`config.mk`:
```
export PLATFORM = sky130hd
export DESIGN_NAME = alu_issue_stage_flat
export DESIGN_NICKNAME = d
export VERILOG_FILES = /design/src/rtl/alu_issue_stage_if.sv /design/src/rtl/alu_issue_stage.sv /design/src/flat_wrapper.sv
export SDC_FILE = /design/constraint.sdc
export NUM_CORES = 1
export LEC_CHECK = 0
export ABC_AREA = 1
export BUFFER_PORTS_ARGS = -buffer_cell sky130_fd_sc_hd__buf_4
export CELL_PAD_IN_SITES_DETAIL_PLACEMENT = 0
export CELL_PAD_IN_SITES_GLOBAL_PLACEMENT = 2
export CORE_UTILIZATION = 28
export CTS_BUF_LIST = sky130_fd_sc_hd__clkbuf_8
export CTS_CLUSTER_SIZE = 10
export DETAILED_ROUTE_END_ITERATION = 7
export MAX_ROUTING_LAYER = met4
export PLACE_DENSITY = 0.95
export SLEW_MARGIN = 20
export SYNTH_ARGS = -nofsm -noshare
export SYNTH_HDL_FRONTEND = slang
export SYNTH_SLANG_ARGS = --single-unit
export TNS_END_PERCENT = 20
```
`constraint.sdc`:
```
create_clock -name clk -period 2.4 [get_ports clk]
set_input_delay 0.36 -clock clk [delete_from_list [all_inputs] [get_ports clk]]
set_output_delay 0.36 -clock clk [all_outputs]
set_load 0.02 [all_outputs]
```
`src/rtl/alu_issue_stage_if.sv`:
```
// alu_issue_stage_if: request and result handshake bundle for alu_issue_stage.
// master = requester/consumer side, slave = the stage; out_ovf only with ALU_OVF_FLAG_EN.
interface alu_issue_stage_if #(
  parameter int W     = 16,
  parameter int TAG_W = 4
);
  logic             in_valid;
  logic             in_ready;
  logic [1:0]       in_op;
  logic [W-1:0]     in_a;
  logic [W-1:0]     in_b;
  logic [TAG_W-1:0] in_tag;
  logic             out_valid;
  logic             out_ready;
  logic [W-1:0]     out_result;
  logic [TAG_W-1:0] out_tag;
  logic             out_zero;
  logic             out_neg;
  logic             out_carry;
`ifdef ALU_OVF_FLAG_EN
  logic             out_ovf;
`endif

  modport master (
    output in_valid, in_op, in_a, in_b, in_tag, out_ready,
    input  in_ready, out_valid, out_result, out_tag,
    input  out_zero, out_neg, out_carry
`ifdef ALU_OVF_FLAG_EN
    , input out_ovf
`endif
  );

  modport slave (
    input  in_valid, in_op, in_a, in_b, in_tag, out_ready,
    output in_ready, out_valid, out_result, out_tag,
    output out_zero, out_neg, out_carry
`ifdef ALU_OVF_FLAG_EN
    , output out_ovf
`endif
  );
endinterface

```
`src/rtl/alu_issue_stage.sv`:
```
// alu_issue_stage: registers an op onto an external 16-bit alu, captures
// its result one cycle later and offers it on a valid/ready result port.
// Ports: clk, reset (sync, active-high), bus (alu_issue_stage_if.slave:
// in_* request, out_* result), alu_op/alu_a/alu_b to the alu,
// alu_o/alu_cout from the alu, op_count saturating completion counter.
// Optional: ALU_OVF_FLAG_EN adds bus.out_ovf (signed overflow flag).
module alu_issue_stage #(
  parameter int W     = 16,
  parameter int TAG_W = 4
) (
  input  logic                clk,
  input  logic                reset,
  alu_issue_stage_if.slave    bus,
  output logic [1:0]          alu_op,
  output logic [W-1:0]        alu_a,
  output logic [W-1:0]        alu_b,
  input  logic [W-1:0]        alu_o,
  input  logic                alu_cout,
  output logic [15:0]         op_count
);

  typedef enum logic [1:0] {
    IDLE = 2'd0,
    EXEC = 2'd1,
    DONE = 2'd2
  } state_t;

  state_t           state;
  state_t           state_nxt;
  logic             in_ready_w;
  logic             accept;
  logic             retire;
  logic [TAG_W-1:0] tag_q;
  logic [W-1:0]     res_q;
  logic [TAG_W-1:0] res_tag_q;
  logic             zero_q;
  logic             neg_q;
  logic             carry_q;
  logic             carry_nxt;
  logic [15:0]      cnt_q;
  logic [15:0]      cnt_nxt;

  // Held low during reset so nothing can be accepted while state is unknown.
  assign in_ready_w = !reset &&
    ((state == IDLE) || ((state == DONE) && bus.out_ready));
  assign accept     = bus.in_valid && in_ready_w;
  assign retire     = (state == DONE) && bus.out_ready;

  assign bus.in_ready   = in_ready_w;
  assign bus.out_valid  = (state == DONE);
  assign bus.out_result = res_q;
  assign bus.out_tag    = res_tag_q;
  assign bus.out_zero   = zero_q;
  assign bus.out_neg    = neg_q;
  assign bus.out_carry  = carry_q;
  assign op_count       = cnt_q;

  // Logic ops (op 1x) never report a carry, whatever the alu drives.
  assign carry_nxt = !alu_op[1] && alu_cout;

`ifdef ALU_OVF_FLAG_EN
  logic ovf_q;
  logic ovf_nxt;

  always_comb begin
    ovf_nxt = 1'b0;
    unique case (1'b1)
      (alu_op == 2'b00):
        ovf_nxt = (alu_a[W-1] == alu_b[W-1]) &&
                  (alu_o[W-1] != alu_a[W-1]);
      (alu_op == 2'b01):
        ovf_nxt = (alu_a[W-1] != alu_b[W-1]) &&
                  (alu_o[W-1] != alu_a[W-1]);
      default: ovf_nxt = 1'b0;
    endcase
  end

  always_ff @(posedge clk) begin
    if (reset)
      ovf_q <= 1'b0;
    else if (state == EXEC)
      ovf_q <= ovf_nxt;
  end

  assign bus.out_ovf = ovf_q;
`endif

  always_ff @(posedge clk) begin
    if (reset)
      state <= IDLE;
    else
      state <= state_nxt;
  end

  always_comb begin
    state_nxt = state;
    unique case (state)
      IDLE: if (accept) state_nxt = EXEC;
      EXEC: state_nxt = DONE;
      DONE: if (bus.out_ready)
              state_nxt = accept ? EXEC : IDLE;
      default: state_nxt = IDLE;
    endcase
  end

  // Request registers: loaded only on accept.
  // tag_q is separate from res_tag_q so a back-to-back accept in DONE
  // cannot disturb the tag still being presented.
  always_ff @(posedge clk) begin
    if (reset) begin
      alu_op <= '0;
      alu_a  <= '0;
      alu_b  <= '0;
      tag_q  <= '0;
    end else if (accept) begin
      alu_op <= bus.in_op;
      alu_a  <= bus.in_a;
      alu_b  <= bus.in_b;
      tag_q  <= bus.in_tag;
    end
  end

  // Result registers: captured at the end of the single EXEC cycle.
  always_ff @(posedge clk) begin
    if (reset) begin
      res_q     <= '0;
      res_tag_q <= '0;
      zero_q    <= 1'b0;
      neg_q     <= 1'b0;
      carry_q   <= 1'b0;
    end else if (state == EXEC) begin
      res_q     <= alu_o;
      res_tag_q <= tag_q;
      zero_q    <= (alu_o == '0);
      neg_q     <= alu_o[W-1];
      carry_q   <= carry_nxt;
    end
  end

  assign cnt_nxt = (retire && (cnt_q != 16'hFFFF)) ?
                   cnt_q + 16'd1 : cnt_q;

  always_ff @(posedge clk) begin
    if (reset)
      cnt_q <= '0;
    else
      cnt_q <= cnt_nxt;
  end

endmodule

```
`src/flat_wrapper.sv`:
```
// flat-port wrapper written by rule: the top's interface ports become plain ports
module alu_issue_stage_flat 
#(
  parameter int W     = 16,
  parameter int TAG_W = 4
)
  (clk, reset, alu_op, alu_a, alu_b, alu_o, alu_cout, op_count, bus_in_valid, bus_in_op, bus_in_a, bus_in_b, bus_in_tag, bus_out_ready, bus_in_ready, bus_out_valid, bus_out_result, bus_out_tag, bus_out_zero, bus_out_neg, bus_out_carry);
  alu_issue_stage_if #(.W(W), .TAG_W(TAG_W)) bus_i ();
  input  logic clk;
  input  logic reset;
  output logic [1:0] alu_op;
  output logic [W-1:0] alu_a;
  output logic [W-1:0] alu_b;
  input  logic [W-1:0] alu_o;
  input  logic alu_cout;
  output logic [15:0] op_count;
  input wire logic [$bits(bus_i.in_valid)-1:0] bus_in_valid;
  input wire logic [$bits(bus_i.in_op)-1:0] bus_in_op;
  input wire logic [$bits(bus_i.in_a)-1:0] bus_in_a;
  input wire logic [$bits(bus_i.in_b)-1:0] bus_in_b;
  input wire logic [$bits(bus_i.in_tag)-1:0] bus_in_tag;
  input wire logic [$bits(bus_i.out_ready)-1:0] bus_out_ready;
  output wire logic [$bits(bus_i.in_ready)-1:0] bus_in_ready;
  output wire logic [$bits(bus_i.out_valid)-1:0] bus_out_valid;
  output wire logic [$bits(bus_i.out_result)-1:0] bus_out_result;
  output wire logic [$bits(bus_i.out_tag)-1:0] bus_out_tag;
  output wire logic [$bits(bus_i.out_zero)-1:0] bus_out_zero;
  output wire logic [$bits(bus_i.out_neg)-1:0] bus_out_neg;
  output wire logic [$bits(bus_i.out_carry)-1:0] bus_out_carry;
  assign bus_i.in_valid = bus_in_valid;
  assign bus_i.in_op = bus_in_op;
  assign bus_i.in_a = bus_in_a;
  assign bus_i.in_b = bus_in_b;
  assign bus_i.in_tag = bus_in_tag;
  assign bus_i.out_ready = bus_out_ready;
  assign bus_in_ready = bus_i.in_ready;
  assign bus_out_valid = bus_i.out_valid;
  assign bus_out_result = bus_i.out_result;
  assign bus_out_tag = bus_i.out_tag;
  assign bus_out_zero = bus_i.out_zero;
  assign bus_out_neg = bus_i.out_neg;
  assign bus_out_carry = bus_i.out_carry;
  alu_issue_stage #(.W(W), .TAG_W(TAG_W)) u_core (.clk(clk), .reset(reset), .bus(bus_i), .alu_op(alu_op), .alu_a(alu_a), .alu_b(alu_b), .alu_o(alu_o), .alu_cout(alu_cout), .op_count(op_count));
endmodule
```
Word-level counts from Yosys, hierarchy flattened
Index checks and enable logic that the tools add are counted.
Cells by class
  $add $sub $neg: 1
  equal/unequal tests: 5
  muxes and demuxes: 4
  reduce and logical (&&, ||, !) cells: 11
Operator list (number)
  $add 16x1->16 const B: 1
  $logic_not 16->1: 1
  $ne 16x16->1 const B: 1
  $pmux 2 s3: 1
  $logic_and 1x1->1: 5
  $mux 2: 2
  $eq 2x1->1 const B: 1
  $eq 2x2->1 const B: 1
  $logic_not 1->1: 2
  $logic_not 2->1: 1
  $ne 2x1->1 const B: 1
  $ne 2x2->1 const B: 1
  $reduce_and 2->1: 1
  $logic_or 1x1->1: 1
  $mux 1: 1
Word-level totals
  bits in registers: 79
  bits of input ports: 59
  output and inout bits: 75
  word-level logic and storage cells: 32

Depth between registers and ports, before layout
Gate-level depths: netlist (run 1).
  word-level depth: 8
  gate-level depth with buffers: 9

Worst setup path before layout (run 1)
Ideal clock, no wire load.
  path kind: flip-flop to flip-flop
  start: reg u_core.cnt_q[0] (netlist: u_core.op_count[0])
  end: reg u_core.cnt_q[10] (netlist: u_core.op_count[10])
  setup time: 0.142 ns
  arrival time: 1.513 ns
  path slack: 0.745 ns
  stages on the path, launching flop included: 10
  period minus slack after synthesis: 1.655 ns
  cell sequence: dfxtp_1 -> ha_1 -> inv_1 -> nor2_1 -> nand2_1 -> nor2_1 -> nor2_4 -> buf_6 -> nand2_1 -> a21oi_2
Between the ends
  longest elaborated chain between the ends: 2
Ends and longest elaborated chain
  from (decl): RTL line alu_issue_stage.sv:40  | logic [15:0] cnt_q;
  from (signal assigned): RTL line alu_issue_stage.sv:147  | cnt_q <= cnt_nxt;
  branches (longest 2 deep; another with $add 16x1->16)
Several ways; the timed one is not identified.
A chain may end at the register's enable or synchronous reset.

Worst setup path after layout (run 1)
Same ends and word-level chain as after synthesis.

==> results_dict.tcl, run 1 <==
set metrics [dict create \
    grt_max_degree 48 \
    die_x_um 109 \
    hold_end "u_core.tag_q[0]" \
    setup_viol 0 \
    cp_slowest_cell "o21ai_2" \
    dr.pass1.iters 7 \
    netlist-cell-type-count 26 \
    worstSetupPathType "reg2reg" \
    nets 610 \
    cp-end-kind "register" \
    clockBufferDepth 2 \
    async_flop_share_pct 0 \
    r2r_cells 7 \
    htreeDepth 3 \
    fin_cells 694 \
    netlist_area_um2 3180 \
    ir_worst_vdd_uv 248 \
    hpwl_um 6070 \
    synth-seq-cells 78 \
    rsz0062_at_grt "false" \
    synth_top_family_by_area "simple AND/OR/NAND/NOR gates" \
    hold_start "reset" \
    synth_nets 484 \
    synth_mux_area_share_pct 0 \
    min_path_type "in2reg" \
    cts_root_buffer "clkbuf_8" \
    synthXorXnorAreaFrac_pct 1.65 \
    dieArea_um2 11800 \
    path_cells "ha_1, inv_1, nor2_1, nand2_1, o21ai_2, nand2_1, a21oi_2" \
    tns_ps 0 \
    placedCellCount 679 \
    synth_compound_area_share_pct 15.6 \
    min_path_cells 2 \
    rrSetupSlack_ps 580 \
    clkLatencyLatePin_ps 350 \
    synth.area.top_cells "dfxtp_1 (49%), nand2_1 (15%), a21oi_1 (8.7%), nor2_1 (4.6%), o21ai_0 (3.6%)" \
    dr_total_vias 3091 \
    ys.flop_type "dfxtp_1" \
    fin_crit_sh_pct 75.8 \
    yosysWarnings 0 \
    slew_headroom_pct 48.4 \
    clock-sinks 78 \
    hold_viol 0 \
    holdWs_ps 233 \
    n_fill_cell 1157 \
    outcome "finished clean" \
    cts_resized 0 \
    worstSetupStartpointType "register" \
    initial_core_util_pct 29.1 \
    drive_gt1_share_pct 31.4 \
    ys_seq_area_share_pct 49.1 \
    clk_pin_slew_ps 80 \
    avgSynthCellArea_um2 7.50 \
    power.density_nw_per_um2 674 \
    cts_buffers 9 \
    post-place-ws_ps 585 \
    routed_via_density 4.45 \
    holdBufCountCts 0 \
    num_rows 38 \
    fmax_mhz 550 \
    syn_inst 424 \
    gp_congestion 0.744 \
    slew_violations 0 \
    synth-simple-area-share_pct 25.9 \
    period_minus_slack_ps 1820 \
    max_slew.worst_pin.slew_ps 773 \
    cp_slowest_stage_delay_ps 470 \
    cts_tree "built" \
    wl_per_cell_um 12.4 \
    yosys.area_share.adder_pct 0.394 \
    critPathLaunch "u_core.op_count[0]" \
    path_delay_family "compound AO/OA/AOI/OAI gates" \
    drc 0 \
    gr-total-overflow 0 \
    worst_clock_skew_ps 5.99 \
    routed_wl_um 8600 \
    cp_max_fo 12 \
    cts_setup_buffers 0 \
    boundaryPins 134 \
    critPathBufInv 1 \
    track_usage_pct 15.7 \
    crit_arrival_ps 2100 \
    portBuffers 133 \
    antenna_found_initial 0 \
    r2r_start "u_core.op_count[0]" \
    worst_slack_ps 582 \
    cp.required_ps 2680 \
    maxCapViolCount 0 \
    die_y_um 109 \
    diodes 0 \
    grt_pass1_wl_um 13800 \
    r2r-end "u_core.op_count[10]" \
    drt_iter0_drc 92 \
    synth_top_area_cell "dfxtp_1" \
    cp_num_cells 7 \
    synth_edf_count 0 \
    grt_pass1_vias 2922 \
    cp_common_cell "nand2_1" \
    syn_to_final_growth_pct 42.1 \
    ant_nets 0 \
    coreArea_um2 10900 \
    leakage_nw 1.96 \
    synth_top_cell_area_share_pct 49.1 \
]
-- cell usage after synthesis (2+ instances only) --
master    number
nand2_1      125
buf_2          6
a21oi_2       10
nand4_1        9
nor2_1        39
clkbuf_1       8
nor2_2         3
dfxtp_1       78
buf_6          2
xnor2_1        3
inv_1         29
nand3_1       13
o21ai_0       23
nand2_2        5
buf_4          4
xor2_1         3
a21oi_1       55
-- final cells by class --
type | count | area, um2 | area share, %
tap | 140 | 175 | 3.88
multi-input combinational | 294 | 1380 | 30.6
sequential | 78 | 1560 | 34.6
timing repair buffer | 136 | 1020 | 22.6
clock buffer | 9 | 124 | 2.74
clock inverter | 6 | 135 | 2.99
inverter | 31 | 118 | 2.60
-- sequential cells by signal (all words and copies together) (netlist names) --
register	count
u_core.alu_a	16
u_core.alu_b	16
u_core.alu_op	2
u_core.bus.out_carry	1
u_core.bus.out_neg	1
u_core.bus.out_result	15
u_core.bus.out_tag	4
u_core.bus.out_zero	1
u_core.op_count	16
u_core.state	2
u_core.tag_q	4
-- how the worst max path moves through the flow --
stage,to,slack (ps)
global route,u_core.op_count[6],380
detailed placement,u_core.op_count[3],580
global placement,u_core.op_count[3],620
floorplan,u_core.op_count[10],740
CTS,u_core.op_count[10],560
finish,u_core.op_count[10],580
-- through the flow --
step	util [%]	power, W	area (um2)
after global placement	38.9	0.00180	4260
after detailed placement	38.9	0.00181	4260
after floorplan	-	0.00161	3180
final	41.3	0.00305	4520
after CTS	41.3	0.00309	4520
after global routing	41.3	0.00319	4520
-- cells in the final DEF (no fill, tap or decap), types with 2 or more instances in the layout --
cell / count
bufinv_16: 4
o21ai_0: 23
xor2_1: 3
buf_4: 136
nand2_1: 125
clkinvlp_4: 2
inv_1: 29
a21oi_2: 10
a21oi_1: 55
nand3_1: 13
clkbuf_8: 9
nor2_1: 39
nor2_2: 3
xnor2_1: 3
nand2_2: 5
nand4_1: 9
dfxtp_1: 78
-- routing by layer --
| metal | vias to the layer above | track usage [%] | wire length [um] |
|---|---|---|---|
| met5 | - | - | 0 |
| met4 | 0 | 6.85 | 177 |
| met3 | 13 | 4.94 | 620 |
| met2 | 91 | 24.7 | 3890 |
| met1 | 1377 | 18.4 | 3920 |
| li1 | 1610 | - | - |
-- where the power goes --
group	internal [W]	total (W)	switching, W
Sequential	0.00135	0.00138	0.0000316
Clock	0.000790	0.00128	0.000485
Combinational	0.000171	0.000386	0.000215
-- logic make-up after synthesis --
kind of cell / count (synthesis)
XOR/XNOR: 6
AO/OA/AOI/OAI: 90
flip-flops: 78
AND/OR/NAND/NOR: 197
buffers and inverters: 52
adder cells (fa/ha/maj): 1
(Power assumes the default switching activity.)
==> run 2, diff against run 1 <==
--- a/config.mk
+++ b/config.mk
@@ -9,12 +9,12 @@
 export BUFFER_PORTS_ARGS = -buffer_cell sky130_fd_sc_hd__buf_4
 export CELL_PAD_IN_SITES_DETAIL_PLACEMENT = 0
 export CELL_PAD_IN_SITES_GLOBAL_PLACEMENT = 2
-export CORE_UTILIZATION = 28
+export CORE_UTILIZATION = 23
 export CTS_BUF_LIST = sky130_fd_sc_hd__clkbuf_8
 export CTS_CLUSTER_SIZE = 10
 export DETAILED_ROUTE_END_ITERATION = 7
 export MAX_ROUTING_LAYER = met4
-export PLACE_DENSITY = 0.95
+export PLACE_DENSITY = 0.84
 export SLEW_MARGIN = 20
 export SYNTH_ARGS = -nofsm -noshare
 export SYNTH_HDL_FRONTEND = slang
==> constraint.sdc (replaced) <==
create_clock -name clk -period 1.6 [get_ports clk]
set_input_delay 0.24 -clock clk [delete_from_list [all_inputs] [get_ports clk]]
set_output_delay 0.24 -clock clk [all_outputs]
set_load 0.02 [all_outputs]
==> run 2 against run 1 <==
Clock skew is 3.2 ps higher. Wire length rose by 8.3%. Combinational power up 58%. Design area increased by 2.4%. Critical endpoint is now u_core.op_count[13]. Largest power group unchanged. Highest routed layer unchanged.
==> results_dict.tcl, run 2 (synthesis results as in run 1) <==
set metrics [dict create \
    outcome "finished clean" \
    multi_input_area_um2 1380 \
    cp_slowest_cell "dfxtp_1" \
    wl_per_cell_um 12.5 \
    track_usage_pct 13.8 \
    cts_tree "built" \
    grt_pass1_wl_um 15000 \
    fin_crit_sh_pct 93.3 \
    grt_pass1_vias 3095 \
    initial_core_util_pct 23.8 \
    max_slew.worst_pin.slew_ps 566 \
    path_cells "nand2_1, nor2_1, nand2_2, nor2_1, nor2_4, buf_12, a21oi_1, nor2_1" \
    worst_clock_skew_ps 9.20 \
    htreeDepth 3 \
    slew_headroom_pct 62.3 \
    dr_total_vias 3187 \
    cp.required_ps 1850 \
    drt_iter0_drc 156 \
    final_area_um2 4620 \
    period_minus_slack_ps 1490 \
    cts_root_buffer "clkbuf_8" \
    ir_worst_vdd_uv 402 \
    holdBufCountCts 0 \
    min_path_type "in2reg" \
    diodes 0 \
    hpwl_um 6890 \
    dieArea_um2 14300 \
    drive_gt1_share_pct 34.0 \
    rsz0062_at_grt "false" \
    worstSetupPathType "reg2reg" \
    syn_to_final_growth_pct 45.4 \
    nets 625 \
    cp-end-kind "register" \
    leakage_nw 2.01 \
    routed_wl_um 9310 \
    routed_via_density 4.27 \
    clockBufferDepth 2 \
    cp_max_fo 16 \
    grt_max_degree 46 \
    fmax_mhz 670 \
    cp_slowest_stage_delay_ps 410 \
    n_fill_cell 1481 \
    clock-sinks 78 \
    post_dp_cell_area_um2 4420 \
    final_common_cell "buf_4" \
    cts_buffers 9 \
    tns_ps 0 \
    clkLatencyLatePin_ps 360 \
    antenna_found_initial 0 \
    maxCapViolCount 0 \
    final_cell_mix "buf_4 (149), nand2_1 (125), dfxtp_1 (73)" \
    ant_nets 0 \
    worstSetupStartpointType "register" \
    num_rows 42 \
    slew_violations 0 \
    gr-total-overflow 0 \
    hold_viol 0 \
    cp_common_cell "nor2_1" \
    r2r_cells 8 \
    holdWs_ps 121 \
    portBuffers 133 \
    power.density_nw_per_um2 873 \
    gp_congestion 0.747 \
    dr.pass1.iters 4 \
    setup_viol 0 \
    boundaryPins 134 \
    die_y_um 120 \
    coreArea_um2 13300 \
    min_path_cells 3 \
    drc 0 \
    die_x_um 120 \
    crit_arrival_ps 1740 \
    regArea_um2 1570 \
    clk_pin_slew_ps 80 \
]
## run 2: worst max-delay path, delay by kind of cell, from the launching register on
kind	cells	cell delay (ps)
AO/OA/AOI/OAI	1	130
buffers and inverters	1	150
flip-flops	1	410
AND/OR/NAND/NOR	6	710
## run 2: power breakdown
part	total (W)	switching, W	leakage [nW]	internal (W)
clock	0.00135	0.000749	0.0817	0.000596
combinational	0.000609	0.000332	1.29	0.000277
sequential	0.00208	0.0000502	0.638	0.00203
total	0.00403	0.00113	2.01	0.00290
## run 2: worst paths after layout
check | startpoint | end | slack [ps]
worst max-delay path | u_core.op_count[13] | u_core.op_count[13] | 110
worst max register to register | u_core.op_count[13] | u_core.op_count[13] | 110
worst min register to register | u_core.tag_q[3] | u_core.bus.out_tag[3] | 460
worst min-delay path | alu_o[13] | u_core.bus.out_result[13] | 120
## run 2: metrics by stage
stage | std cells | util [%] | setup slack [ps] | power [W]
after global placement | 729 | 33.1 | 134 | 0.00273
after CTS | 745 | 34.4 | 84.4 | 0.00412
after detailed placement | 729 | 33.1 | 101 | 0.00274
after floorplan | 424 | - | 66.6 | 0.00242
after global routing | 746 | 34.6 | 5.38 | 0.00425
final | 746 | 34.6 | 108 | 0.00403
## run 2: layout make-up
| class | count | share of cell area, % |
|---|---|---|
| Sequential cell | 78 | 33.9 |
| Multi-Input combinational cell | 294 | 29.9 |
| Timing Repair Buffer | 151 | 25.1 |
| Tap cell | 176 | 4.76 |
| Clock buffer | 10 | 2.98 |
| Inverter | 31 | 2.54 |
| Clock inverter | 6 | 0.839 |
## run 2: per-layer routing
layer / vias up / global-route usage, % / part of all wire (%)
li1: 1641 / - / -
met1: 1450 / 17.5 / 46
met2: 86 / 20.3 / 46
met3: 10 / 5.09 / 6.3
met4: 0 / 4.45 / 1.0
met5: - / - / 0
## run 2: what timing repair did
action / in CTS / in global routing
endpoints found under the setup margin: 0 / 7
buffers inserted: 0 / 1
gates resized for setup: 0 / 3
